File: config.mk
export PLATFORM = sky130hd
export DESIGN_NAME = regfile_mp
export DESIGN_NICKNAME = d
export VERILOG_FILES = /design/src/rtl/regfile_pkg.sv /design/src/rtl/regfile_fwd_mux.sv /design/src/rtl/regfile_mp.sv
export SDC_FILE = /design/constraint.sdc
export NUM_CORES = 2
export LEC_CHECK = 0
export ABC_CLOCK_PERIOD_IN_PS = 3700
export BUFFER_PORTS_ARGS = -buffer_cell sky130_fd_sc_hd__buf_2
export CAP_MARGIN = 25
export CORE_ASPECT_RATIO = 1.25
export CORE_UTILIZATION = 40
export CTS_BUF_LIST = sky130_fd_sc_hd__clkbuf_8
export DETAILED_ROUTE_END_ITERATION = 8
export REMOVE_ABC_BUFFERS = 1
export SETUP_SLACK_MARGIN = 0.3
export SLEW_MARGIN = 40
export SYNTH_ARGS = -nofsm -noshare
export SYNTH_HDL_FRONTEND = slang
export SYNTH_HIERARCHICAL = 1
export SYNTH_SLANG_ARGS = --single-unit
export TNS_END_PERCENT = 50
File: constraint.sdc
create_clock -name clk -period 3.7 [get_ports clk]
set_input_delay 0.555 -clock clk [delete_from_list [all_inputs] [get_ports clk]]
set_output_delay 0.555 -clock clk [all_outputs]
set_load 0.005 [all_outputs]
File: src/rtl/regfile_pkg.sv
// Shared defaults and packed-bus slicing helper for the multi-port register file.
package regfile_pkg;

  localparam int DATA_W_DEF = 32;
  localparam int ADDR_W_DEF = 5;

  // Low bit of element idx inside a packed bus of width-bit elements.
  function automatic int lsb(input int idx, input int width);
    return idx * width;
  endfunction

endpackage

File: src/rtl/regfile_fwd_mux.sv
// One read port: zero-register override, write-port bypass (highest index wins), else storage.
// Purely combinational; also masks the busy flag when a same-cycle write-back hits.
module regfile_fwd_mux
  import regfile_pkg::*;
#(
  parameter int DATA_W   = DATA_W_DEF,
  parameter int ADDR_W   = ADDR_W_DEF,
  parameter int NUM_WR   = 2,
  parameter int ZERO_REG = 1
) (
  input  logic [ADDR_W-1:0]        i_rd_addr,
  input  logic [DATA_W-1:0]        i_store_data,
  input  logic                     i_store_busy,
  input  logic [NUM_WR-1:0]        i_wr_en,
  input  logic [NUM_WR*ADDR_W-1:0] i_wr_addr,
  input  logic [NUM_WR*DATA_W-1:0] i_wr_data,
  output logic [DATA_W-1:0]        o_rd_data,
  output logic                     o_rd_busy
);

  logic              w_hit;
  logic              w_zero;
  logic [DATA_W-1:0] w_fwd;

  always_comb begin
    w_hit = 1'b0;
    w_fwd = '0;
    // Ascending scan so the last (highest-index) matching port overrides.
    for (int j = 0; j < NUM_WR; j++) begin
      if (i_wr_en[j] && (i_wr_addr[lsb(j, ADDR_W) +: ADDR_W] == i_rd_addr)) begin
        w_hit = 1'b1;
        w_fwd = i_wr_data[lsb(j, DATA_W) +: DATA_W];
      end
    end
    w_zero    = (ZERO_REG != 0) && (i_rd_addr == '0);
    o_rd_data = w_zero ? '0 : (w_hit ? w_fwd : i_store_data);
    o_rd_busy = !w_zero && i_store_busy && !w_hit;
  end

endmodule

File: src/rtl/regfile_mp.sv
// Multi-port register file: NUM_RD combinational reads with bypass, NUM_WR rising-edge writes,
// and a per-register pending-write scoreboard (reservation beats a same-cycle write-back).
module regfile_mp
  import regfile_pkg::*;
#(
  parameter int DATA_W   = DATA_W_DEF,
  parameter int ADDR_W   = ADDR_W_DEF,
  parameter int NUM_RD   = 2,
  parameter int NUM_WR   = 2,
  parameter int ZERO_REG = 1
) (
  input  logic                     clk,
  input  logic                     rst,
  input  logic [NUM_RD*ADDR_W-1:0] rd_addr,
  output logic [NUM_RD*DATA_W-1:0] rd_data,
  output logic [NUM_RD-1:0]        rd_busy,
  input  logic [NUM_WR-1:0]        wr_en,
  input  logic [NUM_WR*ADDR_W-1:0] wr_addr,
  input  logic [NUM_WR*DATA_W-1:0] wr_data,
  input  logic                     rsv_en,
  input  logic [ADDR_W-1:0]        rsv_addr
);

  localparam int DEPTH = 1 << ADDR_W;

  logic [DATA_W-1:0] r_regs [DEPTH];
  logic [DEPTH-1:0]  r_busy;

  logic [ADDR_W-1:0] w_wr_addr [NUM_WR];
  logic [DATA_W-1:0] w_wr_data [NUM_WR];

  for (genvar j = 0; j < NUM_WR; j++) begin : g_wr
    assign w_wr_addr[j] = wr_addr[lsb(j, ADDR_W) +: ADDR_W];
    assign w_wr_data[j] = wr_data[lsb(j, DATA_W) +: DATA_W];
  end

  // Later loop iterations override earlier ones, giving the highest write port priority.
  always_ff @(posedge clk) begin
    if (rst) begin
      for (int k = 0; k < DEPTH; k++) begin
        r_regs[k] <= '0;
      end
    end else begin
      for (int j = 0; j < NUM_WR; j++) begin
        if (wr_en[j] && !((ZERO_REG != 0) && (w_wr_addr[j] == '0))) begin
          r_regs[w_wr_addr[j]] <= w_wr_data[j];
        end
      end
    end
  end

  // Write-backs clear first, then the reservation sets: the newer producer stays outstanding.
  always_ff @(posedge clk) begin
    if (rst) begin
      r_busy <= '0;
    end else begin
      for (int j = 0; j < NUM_WR; j++) begin
        if (wr_en[j]) begin
          r_busy[w_wr_addr[j]] <= 1'b0;
        end
      end
      if (rsv_en) begin
        r_busy[rsv_addr] <= 1'b1;
      end
      if (ZERO_REG != 0) begin
        r_busy[0] <= 1'b0;
      end
    end
  end

  for (genvar i = 0; i < NUM_RD; i++) begin : g_rd
    logic [ADDR_W-1:0] w_addr;
    assign w_addr = rd_addr[lsb(i, ADDR_W) +: ADDR_W];

    regfile_fwd_mux #(
      .DATA_W  (DATA_W),
      .ADDR_W  (ADDR_W),
      .NUM_WR  (NUM_WR),
      .ZERO_REG(ZERO_REG)
    ) u_fwd_mux (
      .i_rd_addr   (w_addr),
      .i_store_data(r_regs[w_addr]),
      .i_store_busy(r_busy[w_addr]),
      .i_wr_en     (wr_en),
      .i_wr_addr   (wr_addr),
      .i_wr_data   (wr_data),
      .o_rd_data   (rd_data[lsb(i, DATA_W) +: DATA_W]),
      .o_rd_busy   (rd_busy[i])
    );
  end

endmodule

==> flow_summary.ini <==
[synthesis]
synthesis.yosys.warnings = 6
synth-async-reset-ratio = 0
synth_top_flop_cell = sky130_fd_sc_hd__edfxtp_1
syn_area_per_cell_um2 = 14.6
synth.cell_area_um2 = 61100
synth_edf_count = 1024
postSynthCellCount = 4173
ff_latch_count_synth = 1055
yosys.cell_types.count = 61
ys_seq_area_frac = 0.513

[detailed_routing]
drt_first_iter_violations = 7789
post_drt_wl_per_cell_um = 44.1
drt_wl_total_um = 288000
drcViolationCount = 0
dr_total_vias = 50200
detail_route.vias_per_cell = 7.71
wirelength_met1_um = 91900
route.met2.wl_um = 127000
postRouteAntennaNets = 0
drt-pass1-iter-count = 6
detailroute.wirelength.met3_um = 41700
top_layer = met5

[layout]
drive_gt1_frac = 0.369
layout_common_cells = sky130_fd_sc_hd__edfxtp_1, sky130_fd_sc_hd__a22o_1, sky130_fd_sc_hd__mux4_2
fin_cells = 6518
layout.cells.most_common = sky130_fd_sc_hd__edfxtp_1
nets_finish = 4447
flow.area_growth_from_synthesis_pct = 16.6
finalInstanceArea_um2 = 71300

[worst_setup_path]
series_of_cell_instances_along_the_critical_path = buf_2, nor2b_1, buf_4, nand2b_4, buf_6, clkbuf_16, o22ai_1, nor4_4, o21ai_1, a311oi_2, buf_2
worst-path-max-fanout = 11
max_stage_delay_ns = 0.45
rr_worst_depth = 2
critical_path.slowest_cell = sky130_fd_sc_hd__a311oi_2
worst_ep_required_time_ns = 3.14
crit_top_cell = sky130_fd_sc_hd__buf_2
critical_path.endpoint_type = primary output
worst-endpoint-arrival_ns = 2.92
timing.setup.critical_path_class = in2out
worstSetupStartpointType = input port

[floorplanning]
die_outline_area_um2 = 154000
start_util = 0.402
die_h_um = 439
coreArea_um2 = 152000
die_x_extent_um = 352
fp-row-count = 160
io_pins = 160

[placed_design]
dpl_cell_area_um2 = 67000
place.port_buffers = 159
gp_congestion = 0.998
dp_cells = 6192
hpwlAfterDp_um = 179000

[status]
outcome = finished, final reports clean

[clock_network]
cts-buffers-inserted = 170
cts_max_path_buffers = 3
tritoncts = done
path_clk_slew_ns = 0.06
ctsRootBufferMaster = sky130_fd_sc_hd__clkbuf_8
numClockSinks = 1055
cts_htree_levels = 4
clkLatencyLatePin_ns = 0.91

[global_route]
grt_antenna_before_repair = 29
grt_start_max_net_pins = 52
gr-total-overflow = 0
global_route.usage.total = 0.364
grt_pass1_vias = 49200
grt_pass1_wl_um = 386000

[pwr]
combPwrFrac = 0.177
cellPowerDensity_nw_per_um2 = 407
pwr-share-clk = 0.334
p_sw_frac = 0.295
power.static_leakage_nw = 23.8
max-vdd-ir-drop_v = 0.000402
p_int_mw = 20.4
seqPwrFrac = 0.489
power.net_switching_mw = 8.56

[sta]
finalSetupViolCount = 0
grt_setup_unrepaired = true
finalMaxSlewViolations = 0
hold_violations = 0
final_min_period_over_clock_period = 0.939
fmax_mhz = 288
finClkSkew_ns = 0
max_slew.worst_pin.slew_ns = 0.955
max_slew_margin = 0.363
time_the_final_worst_path_needs_with_i_o_delays_and_setup_ns = 3.47

[job]
cap_violations = 0

[worst_hold_path]
class_of_the_worst_hold_path = in2reg
worst_hold_path.num_cells = 4
## stage by stage
| stage | TNS, ns | util | total power, mW | setup slack (ns) | hold WS [ns] |
|---|---|---|---|---|---|
| detailed placement | 0 | 0.441 | 19.1 | 0.0768 | 0.488 |
| CTS | 0 | 0.464 | 28.6 | 0.211 | 0.00472 |
| global route | 0 | 0.469 | 29.5 | 0.206 | 0.0623 |
| floorplan | -13.90 | - | 16.3 | -0.252 | 0.456 |
| finish | 0 | 0.469 | 29.0 | 0.227 | 0.0759 |
| global placement | -0.00178 | 0.440 | 19.0 | -0.00178 | 0.489 |
## cells in the mapped netlist, types with 3 or more instances
cell | count | area share
sky130_fd_sc_hd__a211o_1 | 21 | 0.0030
sky130_fd_sc_hd__edfxtp_1 | 1024 | 0.50
sky130_fd_sc_hd__nor3b_1 | 12 | 0.0015
sky130_fd_sc_hd__nor4_1 | 64 | 0.0065
sky130_fd_sc_hd__a311oi_2 | 60 | 0.015
sky130_fd_sc_hd__o22ai_1 | 258 | 0.026
sky130_fd_sc_hd__nand3_1 | 13 | 0.0011
sky130_fd_sc_hd__or3_1 | 6 | 0.00061
sky130_fd_sc_hd__inv_1 | 5 | 0.00031
sky130_fd_sc_hd__nand4bb_1 | 3 | 0.00055
sky130_fd_sc_hd__nor2b_1 | 7 | 0.00072
sky130_fd_sc_hd__buf_1 | 10 | 0.00061
sky130_fd_sc_hd__nand2_1 | 18 | 0.0011
sky130_fd_sc_hd__mux2_2 | 8 | 0.0015
sky130_fd_sc_hd__o21ai_0 | 65 | 0.0053
sky130_fd_sc_hd__nor3_4 | 12 | 0.0032
sky130_fd_sc_hd__a22oi_1 | 58 | 0.0071
sky130_fd_sc_hd__a22o_1 | 992 | 0.14
sky130_fd_sc_hd__nand4_1 | 70 | 0.0072
sky130_fd_sc_hd__mux4_2 | 518 | 0.19
sky130_fd_sc_hd__xnor2_1 | 20 | 0.0029
sky130_fd_sc_hd__and3b_1 | 13 | 0.0019
sky130_fd_sc_hd__nor2_1 | 54 | 0.0033
sky130_fd_sc_hd__mux2i_1 | 10 | 0.0016
sky130_fd_sc_hd__and3_1 | 7 | 0.00072
sky130_fd_sc_hd__buf_2 | 159 | 0.013
sky130_fd_sc_hd__nor3_1 | 90 | 0.0074
sky130_fd_sc_hd__a311o_1 | 6 | 0.00098
sky130_fd_sc_hd__or3b_2 | 3 | 0.00043
sky130_fd_sc_hd__dfxtp_1 | 31 | 0.010
sky130_fd_sc_hd__nand3b_1 | 13 | 0.0016
sky130_fd_sc_hd__a221o_1 | 3 | 0.00049
sky130_fd_sc_hd__nor2_2 | 8 | 0.00082
sky130_fd_sc_hd__clkbuf_1 | 478 | 0.029
sky130_fd_sc_hd__buf_6 | 6 | 0.0011
sky130_fd_sc_hd__nand2b_1 | 7 | 0.00072
sky130_fd_sc_hd__o31a_1 | 4 | 0.00057
## kinds of logic after synthesis
logic type      synth area share
buf+inv                   0.0445
simple gates              0.0431
flops                      0.513
xor+xnor                 0.00287
other cells            0.0000613
mux                        0.194
compound gates             0.202
## repair_timing
action / in CTS / in global routing
setup endpoints to repair: 45 / 53
gates resized for setup: 82 / 97
cloned: 1 / 4
hold buffers: 0 / 0
buffers inserted: 0 / 8
pin swaps: 19 / 24
## metal layers
metal | global-route usage | vias up
li1 | - | 18500
met1 | 0.416 | 25400
met2 | 0.549 | 4845
met3 | 0.139 | 1521
met4 | 0.281 | 32
met5 | 0.000628 | -
## sequential cells by signal, indices dropped and copies added, names as in the netlist
signal  flops
r_busy     31
r_regs   1024
## final cells by class
type / count / area [um^2]
fill: 13000 / 80700
inverter: 5 / 18.8
sequential: 1055 / 31400
antenna: 12 / 30.0
tap: 2025 / 2530
clock buffer: 173 / 2380
timing repair buffer: 631 / 5860
multi-input combinational: 2490 / 28400
clock inverter: 127 / 692
## power by group through the flow
stage                     Combinational, mW  Sequential, mW  Clock, mW
after floorplan                        2.03            14.2          0
after global placement                 4.65            14.3          0
after detailed placement               4.69            14.4          0
after CTS                              4.79            14.1       9.64
after global routing                   5.18            14.2       10.1
final                                  5.13            14.2       9.69
## worst paths after layout
| kind | slack [ns] | startpoint | end |
|---|---|---|---|
| setup / recovery | 0.23 | rd_addr[4] | rd_data[17] |
| hold / removal | 0.08 | rsv_addr[1] | r_busy[4] |
| setup reg to reg | 3.00 | r_busy[13] | r_busy[13] |
| hold reg to reg | 0.50 | r_busy[2] | r_busy[2] |
## worst max-delay path: cells and delay by family
| kind | cells | cell delay, ns |
|---|---|---|
| buf+inv | 5 | 1.00 |
| compound gates | 3 | 0.76 |
| simple gates | 3 | 0.59 |
No activity file was read; power rests on OpenSTA's default activity.
